===== src/rtl/lfsr_prng.sv =====
// Parametrised Fibonacci LFSR with STEPS shifts per enabled clock, load/hold and reset seed.
// Define LFSR_PERIOD_EN to build the seed-return detector (wrap pulse and period measurement).
module lfsr_prng #(
  parameter int unsigned      WIDTH      = 8,
  parameter logic [WIDTH-1:0] TAPS       = 8'h1D,
  parameter int unsigned      STEPS      = 1,
  parameter logic [WIDTH-1:0] RESET_SEED = 8'h01
) (
  input  logic             clk,
  input  logic             rst,
  input  logic             load,
  input  logic             en,
  input  logic [WIDTH-1:0] din,
  output logic [WIDTH-1:0] dout,
  output logic             valid,
  output logic             wrap,
  output logic [WIDTH:0]   period
);

  // The all-zero term forces a 1 into the top bit so the zero state is never a trap.
  function automatic logic [WIDTH-1:0] lfsr_shift(input logic [WIDTH-1:0] s);
    logic fb;
    fb = (^(s & TAPS)) ^ (s == '0);
    return {fb, s[WIDTH-1:1]};
  endfunction

  logic [WIDTH-1:0] state_q, state_d;
  logic             valid_q;

`ifdef LFSR_PERIOD_EN
  logic [WIDTH-1:0] seed_q;
  logic [WIDTH:0]   cnt_q, cnt_d;
  logic [WIDTH:0]   period_q, period_d;
  logic             wrap_q;
  logic             hit;
  logic [WIDTH:0]   hit_k;
  logic             wrap_hit;
  logic [WIDTH+1:0] cnt_sum;

  // Chain the substeps and remember the first one that lands back on the seed.
  always_comb begin
    state_d = state_q;
    hit     = 1'b0;
    hit_k   = '0;
    for (int unsigned k = 1; k <= STEPS; k++) begin
      state_d = lfsr_shift(state_d);
      if (!hit && (state_d == seed_q)) begin
        hit   = 1'b1;
        hit_k = (WIDTH+1)'(k);
      end
    end
  end

  // A saturated count means the true period is unknown, so it never reports a wrap.
  always_comb begin
    cnt_sum  = {1'b0, cnt_q} + (WIDTH+2)'(STEPS);
    wrap_hit = hit && (cnt_q != '1);
    period_d = period_q;
    if (wrap_hit) begin
      period_d = cnt_q + hit_k;
      cnt_d    = (WIDTH+1)'(STEPS) - hit_k;
    end else if (cnt_sum[WIDTH+1]) begin
      cnt_d = '1;
    end else begin
      cnt_d = cnt_sum[WIDTH:0];
    end
  end

  always_ff @(posedge clk) begin
    if (rst) begin
      state_q  <= RESET_SEED;
      valid_q  <= 1'b0;
      seed_q   <= RESET_SEED;
      cnt_q    <= '0;
      period_q <= '0;
      wrap_q   <= 1'b0;
    end else if (load) begin
      state_q <= din;
      valid_q <= 1'b1;
      seed_q  <= din;
      cnt_q   <= '0;
      wrap_q  <= 1'b0;
    end else if (en) begin
      state_q  <= state_d;
      cnt_q    <= cnt_d;
      period_q <= period_d;
      wrap_q   <= wrap_hit;
    end else begin
      wrap_q <= 1'b0;
    end
  end

  assign wrap   = wrap_q;
  assign period = period_q;
`else
  always_comb begin
    state_d = state_q;
    for (int unsigned k = 0; k < STEPS; k++) begin
      state_d = lfsr_shift(state_d);
    end
  end

  always_ff @(posedge clk) begin
    if (rst) begin
      state_q <= RESET_SEED;
      valid_q <= 1'b0;
    end else if (load) begin
      state_q <= din;
      valid_q <= 1'b1;
    end else if (en) begin
      state_q <= state_d;
    end
  end

  assign wrap   = 1'b0;
  assign period = '0;
`endif

  assign dout  = state_q;
  assign valid = valid_q;

endmodule

===== config.mk =====
export PLATFORM = sky130hd
export DESIGN_NAME = lfsr_prng
export DESIGN_NICKNAME = d
export VERILOG_FILES = /design/src/rtl/lfsr_prng.sv
export SDC_FILE = /design/constraint.sdc
export NUM_CORES = 1
export LEC_CHECK = 0
export CAP_MARGIN = 20
export CELL_PAD_IN_SITES_DETAIL_PLACEMENT = 2
export CELL_PAD_IN_SITES_GLOBAL_PLACEMENT = 2
export CORE_MARGIN = 5
export CORE_UTILIZATION = 29
export CTS_BUF_LIST = sky130_fd_sc_hd__clkbuf_2 sky130_fd_sc_hd__clkbuf_4 sky130_fd_sc_hd__clkbuf_8
export DETAILED_ROUTE_END_ITERATION = 10
export DONT_BUFFER_PORTS = 1
export GPL_TIMING_DRIVEN = 0
export PLACE_DENSITY = 0.82
export SLEW_MARGIN = 10
export SYNTH_ARGS = -nofsm -noshare
export SYNTH_HDL_FRONTEND = slang
export SYNTH_SLANG_ARGS = --single-unit

===== constraint.sdc =====
create_clock -name clk -period 1.4 [get_ports clk]
set_clock_uncertainty 0.2 [all_clocks]
set_input_delay 0.35 -clock clk [delete_from_list [all_inputs] [get_ports clk]]
set_output_delay 0.35 -clock clk [all_outputs]
set_load 0.05 [all_outputs]

==> reports/results.ini, run 1 <==
[outcome]
status = finished, violations left
failed_checks = setup timing

[worst_setup_path]
worst_setup_path_startpoint = dout[3]
critPathRequiredTime_ps = 1340
r2r_cells = 5
timing.rr.start = dout[3]
critical_path.endpoint = dout[7]
crit_path_cell_trace = inv_4 -> ha_4 -> xnor2_2 -> xnor2_1 -> o22ai_1
timing.critical_path.fanout_max = 4
delay_of_the_slowest_critical_path_stage_ps = 470
timing.critical_path.to_type = register
crit_path_launch_type = register
path_class = reg2reg
kind_of_cell_adding_the_most_delay_to_the_critical_path = flip-flops
cpMaxStageDelayCell = dfxtp_4
worst-endpoint-arrival_ps = 1440
crit_path_buffers_inverters = 1
crit_cells = 5
r2r-end = dout[7]
rrSetupSlack_ps = -100

[sta]
finalCriticalPeriod_ps = 1500
max_clock_freq_mhz = 666
layout_setup_ws_ps = -101
rsz0062_at_grt = yes
fin_crit_sh_pct = 107
hold-worst-slack_ps = 17.9
final_count_of_hold_timing_violations = 0
fin_tns_setup_ps = -101
drv_slew = 0
setup_viol = 1

[cts]
worstSkewPairLatency_ps = 260
cts_hold_buffers = 0
cts_post_setup_buffers_inserted = 0
cts_num_sinks = 9
numCtsBuffers = 3
tritoncts = built
clkTransAtPathRegs_ps = 70
clk_path_buf_depth = 2
postCtsResizedCells = 4
cts_htree_levels = 1
root_buffer = clkbuf_4

[synthesis]
sequential_area_share_after_synthesis_pct = 34.0
synth.cell_area_sq_um = 531
synth_ff_type = dfxtp_1
synth_warnings = 0
syn_area_per_cell_sq_um = 7.92
synthMostInstantiatedCell = nor2_1
yosysUniqueCellTypes = 17
ys_top_cells_by_count = nor2_1 (16), buf_4 (12), dfxtp_1 (9)
synth_top_cell_area_share_pct = 34.0
post_synth_main_area_contributors = dfxtp_1 (34%), buf_4 (17%), mux2i_1 (13%)
synthesized_netlist_cell_count = 67
synth_async_sr_flop_share_pct = 0
synth-seq-cells = 9
synth-edff-count = 0
synth_top_cell_by_area = dfxtp_1

[finish]
final_layout_size_suffix_gt1_share_pct = 38.8
area.growth.synth_to_final_pct = 27.4
layout.cells.non_filler = 105
design.final.nets = 94
fillerInstances = 210
insertedDiodeCount = 0
design_area_sq_um = 676

[global_route]
grt_start_max_net_pins = 11
grt_antenna_before_repair = 0
first_global_vias = 500
global_route_wire_length_before_repair_um = 2320
groute.usage.overall_pct = 12.1
globalRouteOverflowTotal = 0

[detailed_routing]
routed-via-count = 468
route.detailed.vias_per_inst = 4.46
wire_per_inst_um = 13.8
final_antenna_net_count = 0
dr.pass1.iters = 2
totalWireLength_um = 1450
drc = 0
detail_route.iter0.violations = 4

[placed_design]
globalplace.congestion = 0.748
placement.setup.worst_slack_ps = -150
placement.io_buffers = 0
instance_area_after_placement_sq_um = 629
place.detailed.instances = 101

[floorplan]
initial_core_util_pct = 30.7
core_area_sq_um = 1730
io-pin-count = 31
die_area_sq_um = 2780
die_width_um = 52.8
fp.dieH_um = 52.8
core.rowCount = 15

[flow_run]
max_cap_violations = 0

[hold_path]
min_path_type = in2reg
timing.hold.worst_path_depth = 2

[power_and_ir_drop]
irDropWorstVdd_uv = 356
power.static_leakage_nw = 0.313
pwr_density_cell_nw_per_um2 = 1150

[how the worst min path moves through the flow]
stage / startpoint / endpoint / slack [ps]
floorplan: din[0] / dout[0] / 280
global placement: din[0] / dout[0] / 280
detailed placement: din[0] / dout[0] / 300
CTS: din[0] / dout[0] / 20
global route: din[0] / dout[0] / 5
finish: din[0] / dout[0] / 20
[layout make-up]
cell class / instances / area [sq um] / area share (%)
plain buffers: 14 / 98.8 / 14.6
clock buffers: 4 / 30.0 / 4.44
inverters: 3 / 13.8 / 2.04
multi-input cells: 50 / 300 / 44.4
flip-flops and latches: 9 / 201 / 29.8
well taps: 25 / 31.3 / 4.63
[cell usage in the layout (no fill, tap or decap)]
master / instances
conb_1: 10
buf_2: 1
inv_1: 1
o22ai_1: 1
inv_4: 1
nor3b_1: 1
nor2_1: 16
xnor2_2: 1
buf_1: 1
a21oi_1: 8
xnor2_1: 1
ha_4: 1
buf_4: 12
clkbuf_4: 4
nand2b_1: 1
nand2_1: 1
dfxtp_2: 5
dfxtp_4: 4
nor4_2: 1
inv_2: 1
mux2i_1: 7
a31oi_1: 1
[state kept, by name, summed over array words and instances (netlist names)]
signal  flops
valid       1
dout        8
[power breakdown]
| group | internal (W) | total (W) | switching, W | leakage [nW] |
|---|---|---|---|---|
| sequential | 0.000275 | 0.000358 | 0.0000835 | 0.0782 |
| combinational | 0.0000691 | 0.000183 | 0.000113 | 0.216 |
| clock | 0.000130 | 0.000234 | 0.000104 | 0.0184 |
[routing by layer]
metal / track usage (%) / wire (um) / vias up
met5: 0 / 0 / -
met2: 20.0 / 783 / 16
li1: - / - / 225
met1: 12.5 / 568 / 225
met4: 8.94 / 19 / 0
met3: 3.99 / 81 / 2
[cells by family (layout without fill, tap and decap cells)]
logic type | Yosys count | after routing | share of synthesized area, %
xor+xnor | 2 | 2 | 3.30
mux | 7 | 7 | 13.2
other cells | 1 | 10 | 0.707
fa+ha+maj | 1 | 1 | 2.36
flops | 9 | 9 | 34.0
simple gates | 20 | 20 | 15.8
buf+inv | 17 | 21 | 20.8
compound gates | 10 | 10 | 9.91
[metrics by stage]
| step | power (W) | utilization, % |
|---|---|---|
| 2_1_floorplan | 0.000518 | - |
| 3_3_place_gp | 0.000534 | 36.4 |
| 3_5_place_dp | 0.000544 | 36.4 |
| 4_1_cts | 0.000786 | 38.6 |
| 5_1_grt | 0.000819 | 39.1 |
| 6_report | 0.000775 | 39.1 |
Power figures use the tool's default switching activity.
==> inputs of run 2 (changes only) <==
--- a/config.mk
+++ b/config.mk
@@ -9,12 +9,12 @@
 export CELL_PAD_IN_SITES_DETAIL_PLACEMENT = 2
 export CELL_PAD_IN_SITES_GLOBAL_PLACEMENT = 2
 export CORE_MARGIN = 5
-export CORE_UTILIZATION = 29
+export CORE_UTILIZATION = 34
 export CTS_BUF_LIST = sky130_fd_sc_hd__clkbuf_2 sky130_fd_sc_hd__clkbuf_4 sky130_fd_sc_hd__clkbuf_8
 export DETAILED_ROUTE_END_ITERATION = 10
 export DONT_BUFFER_PORTS = 1
 export GPL_TIMING_DRIVEN = 0
-export PLACE_DENSITY = 0.82
+export PLACE_DENSITY = 0.89
 export SLEW_MARGIN = 10
 export SYNTH_ARGS = -nofsm -noshare
 export SYNTH_HDL_FRONTEND = slang
==> constraint.sdc (replaced) <==
create_clock -name clk -period 1.93 [get_ports clk]
set_clock_uncertainty 0.2 [all_clocks]
set_input_delay 0.4825 -clock clk [delete_from_list [all_inputs] [get_ports clk]]
set_output_delay 0.4825 -clock clk [all_outputs]
set_load 0.05 [all_outputs]
==> reports/results.ini, run 2 (synthesized netlist as in run 1, its figures left out) <==
[worst_setup_path]
worst-endpoint-arrival_ps = 1600
crit_path_launch_type = register
path_class = reg2reg
cp_common_cell = xnor2_1
crit_path_cell_trace = inv_1 -> ha_1 -> xnor2_1 -> xnor2_1 -> o22ai_1
delay_of_the_slowest_critical_path_stage_ps = 510
timing.critical_path.to_type = register
critPathRequiredTime_ps = 1870
timing.critical_path.fanout_max = 4
cpMaxStageDelayCell = dfxtp_2

[global_route]
global_route_wire_length_before_repair_um = 2320
globalRouteOverflowTotal = 0
grt_start_max_net_pins = 11
grt_antenna_before_repair = 0
groute.usage.overall_pct = 12.5
first_global_vias = 502

[finish]
regArea_sq_um = 183
utilization_after_layout_pct = 41.4
mostFrequentLayoutCells = nor2_1 (16), buf_4 (12), conb_1 (10)
area.growth.synth_to_final_pct = 16.3
multi_input_comb_area_sq_um = 274
number_of_flip_flops_in_the_largest_register = 8
design.final.nets = 94
insertedDiodeCount = 0
final_layout_size_suffix_gt1_share_pct = 23.8
final_common_cell = nor2_1
fillerInstances = 188

[sta]
worst_slew_pin_slew_ps = 601
fin_tns_setup_ps = 0
setup_viol = 0
drv_slew = 0
finalCriticalPeriod_ps = 1660
fin_crit_sh_pct = 85.9
rsz0062_at_grt = no
max_clock_freq_mhz = 603
hold-worst-slack_ps = 160
final_count_of_hold_timing_violations = 0
maxSlewHeadroom_pct = 59.9

[floorplan]
die_area_sq_um = 2450
core_area_sq_um = 1490
fp.dieH_um = 49.5
initial_core_util_pct = 35.6
die_width_um = 49.5
io-pin-count = 31
core.rowCount = 14

[placed_design]
dp_hpwl_um = 1080
placement.io_buffers = 0
globalplace.congestion = 0.671

[cts]
clk_path_buf_depth = 2
cts_htree_levels = 1
clkTransAtPathRegs_ps = 70
cts_num_sinks = 9
root_buffer = clkbuf_4
cts_post_setup_buffers_inserted = 0
postCtsResizedCells = 0
tritoncts = built
worstSkewPairLatency_ps = 260
numCtsBuffers = 3
cts_hold_buffers = 0

[power_and_ir_drop]
pwr_density_cell_nw_per_um2 = 882
power.static_leakage_nw = 0.301
irDropWorstVdd_uv = 348

[hold_path]
min_path_type = in2reg

[outcome]
status = finished, final reports clean

[detailed_routing]
totalWireLength_um = 1390
final_antenna_net_count = 0
routed-via-count = 456
detail_route.iter0.violations = 1
drc = 0
wire_per_inst_um = 14.4
dr.pass1.iters = 3
route.detailed.vias_per_inst = 4.75

[flow_run]
max_cap_violations = 0

## run 2: power by group
part           switching (W)  total, W  internal [W]
Sequential         0.0000576  0.000257      0.000199
Clock              0.0000705  0.000164     0.0000939
Combinational      0.0000792  0.000123     0.0000442
Total               0.000207  0.000544      0.000337
## run 2: metrics by stage
step,std cells,setup slack (ps),area [sq um],power (W)
final,96,272,617,0.000544
after global routing,96,177,617,0.000587
after CTS,96,37.8,614,0.000557
after detailed placement,92,46.6,584,0.000384
after global placement,92,115,584,0.000378
after floorplan,76,198,564,0.000367
## run 2: layer usage
metal	up-vias	global-route usage (%)	routed length, um
met4	0	3.93	8
met3	2	9.04	150
li1	223	-	-
met2	19	21.0	711
met5	-	0	0
met1	212	11.8	516
## run 2: critical path: cells and delay by family, from the launching register on
kind	cells	cell delay (ps)
XOR/XNOR	2	330
flip-flops	1	510
adder cells (fa/ha/maj)	1	320
buffers and inverters	1	90
AO/OA/AOI/OAI	1	80
## run 2: cell type report
class	count	share of cell area, %
clock buffers	4	4.87
plain buffers	14	16.0
well taps	16	3.25
flip-flops and latches	9	29.6
inverters	3	1.83
multi-input cells	50	44.4
## run 2: worst paths after layout
check	depth (start not counted)	to	slack, ps	from
setup / recovery	5	dout[7]	270	dout[2]
hold / removal	2	dout[0]	160	din[0]
setup reg to reg	5	dout[7]	270	dout[2]
hold reg to reg	2	valid	530	valid
==> inputs of run 3 (changes only) <==
--- a/config.mk
+++ b/config.mk
@@ -9,12 +9,12 @@
 export CELL_PAD_IN_SITES_DETAIL_PLACEMENT = 2
 export CELL_PAD_IN_SITES_GLOBAL_PLACEMENT = 2
 export CORE_MARGIN = 5
-export CORE_UTILIZATION = 34
+export CORE_UTILIZATION = 32
 export CTS_BUF_LIST = sky130_fd_sc_hd__clkbuf_2 sky130_fd_sc_hd__clkbuf_4 sky130_fd_sc_hd__clkbuf_8
 export DETAILED_ROUTE_END_ITERATION = 10
 export DONT_BUFFER_PORTS = 1
 export GPL_TIMING_DRIVEN = 0
-export PLACE_DENSITY = 0.89
+export PLACE_DENSITY = 0.85
 export SLEW_MARGIN = 10
 export SYNTH_ARGS = -nofsm -noshare
 export SYNTH_HDL_FRONTEND = slang
==> constraint.sdc (replaced) <==
create_clock -name clk -period 1.7 [get_ports clk]
set_clock_uncertainty 0.2 [all_clocks]
set_input_delay 0.425 -clock clk [delete_from_list [all_inputs] [get_ports clk]]
set_output_delay 0.425 -clock clk [all_outputs]
set_load 0.05 [all_outputs]
==> reports/results.ini, run 3 (synthesized netlist as in run 1, its figures left out) <==
[outcome]
status = finished, final reports clean

[cts]
clkTransAtPathRegs_ps = 60
cts_num_sinks = 9
root_buffer = clkbuf_4
cts_post_setup_buffers_inserted = 0
clk_path_buf_depth = 2
tritoncts = built
cts_hold_buffers = 0
numCtsBuffers = 3
cts_htree_levels = 1
postCtsResizedCells = 0
worstSkewPairLatency_ps = 270

[placed_design]
globalplace.congestion = 0.735
place.detailed.instances = 92
instance_area_after_placement_sq_um = 587
placement.io_buffers = 0

[global_route]
grt_start_max_net_pins = 11
groute.usage.overall_pct = 12.3
global_route_wire_length_before_repair_um = 2340
first_global_vias = 506
grt_antenna_before_repair = 0
globalRouteOverflowTotal = 0

[finish]
number_of_flip_flops_in_the_largest_register = 8
design.final.nets = 94
mostFrequentLayoutCells = nor2_1 (16), buf_4 (12), conb_1 (10)
final_layout_size_suffix_gt1_share_pct = 23.8
utilization_after_layout_pct = 40.0
insertedDiodeCount = 0
final_common_cell = nor2_1
area.growth.synth_to_final_pct = 16.3
layout.cells.non_filler = 96
design_area_sq_um = 617

[detailed_routing]
dr.pass1.iters = 1
routed-via-count = 455
wire_per_inst_um = 15.0
detail_route.iter0.violations = 0
drc = 0
final_antenna_net_count = 0
totalWireLength_um = 1440
route.detailed.vias_per_inst = 4.74

[worst_setup_path]
crit_path_launch_type = register
timing.critical_path.to_type = register
worst-endpoint-arrival_ps = 1560
worst_setup_path_startpoint = dout[2]
delay_of_the_slowest_critical_path_stage_ps = 510
cp_common_cell = xnor2_1
rrSetupSlack_ps = 90
path_class = reg2reg
timing.critical_path.fanout_max = 4
critPathRequiredTime_ps = 1640
timing.rr.start = dout[2]
cpMaxStageDelayCell = dfxtp_2
crit_path_cell_trace = inv_1 -> ha_1 -> xnor2_1 -> xnor2_1 -> o22ai_1

[floorplan]
initial_core_util_pct = 34.4
die_area_sq_um = 2570
core_area_sq_um = 1540
die_width_um = 50.7
fp.dieH_um = 50.7
core.rowCount = 14
io-pin-count = 31

[sta]
final_count_of_hold_timing_violations = 0
rsz0062_at_grt = no
setup_viol = 0
maxSlewHeadroom_pct = 59.2
drv_slew = 0
fin_crit_sh_pct = 95.0
worst_slew_pin_slew_ps = 611
finalCriticalPeriod_ps = 1610
max_clock_freq_mhz = 619
fin_tns_setup_ps = 0

[power_and_ir_drop]
power.static_leakage_nw = 0.301
irDropWorstVdd_uv = 599
pwr_density_cell_nw_per_um2 = 1000

[hold_path]
min_path_type = in2reg
timing.hold.worst.start = din[5]

[flow_run]
max_cap_violations = 0

[run 3: cell counts in the layout (fill, tap and decap cells not counted)]
Identical to the previous run, type by type.
[run 3: per-stage QoR]
stage / hold slack (ps) / setup WS (ps) / total power (W)
6_report: 101 / 85.3 / 0.000618
5_1_grt: 98.7 / 12.7 / 0.000658
4_1_cts: 92.1 / 67.6 / 0.000629
3_5_place_dp: 379 / 73.3 / 0.000435
3_3_place_gp: 361 / 77.4 / 0.000431
2_1_floorplan: 358 / 146 / 0.000418
[run 3: layout make-up]
cell class                 count  area [sq um]
buffer                        14          98.8
clock buffer                   4          30.0
fill                         197           925
inverter                       3          11.3
multi-input combinational     50           274
sequential                     9           183
tap                           16          20.0
[run 3: final timing paths]
check	endpoint	cells after the start
worst max-delay path	dout[7]	5
worst max register to register	dout[7]	5
worst min-delay path	dout[5]	2
worst min register to register	valid	2
[run 3: power by group]
part	switching [W]	internal (W)
combinational	0.0000895	0.0000500
sequential	0.0000658	0.000226
clock	0.0000801	0.000107
[run 3: per-layer routing]
metal  vias up  share of wire, %  wire (um)  track usage, %
met5         -                 0          0               0
met4         0              0.90         13            2.55
met3         2                11        164            8.88
li1        222                 -          -               -
met2        21                53        757            22.5
met1       210                35        504            10.8
[run 3: critical path, delay by kind of cell (launching register included)]
kind	cells	cell delay, ps
buffers and inverters	1	80
adders and majority gates	1	310
xor gates and xnor gates	2	320
DFF	1	510
AOI/OAI and AO/OA	1	80
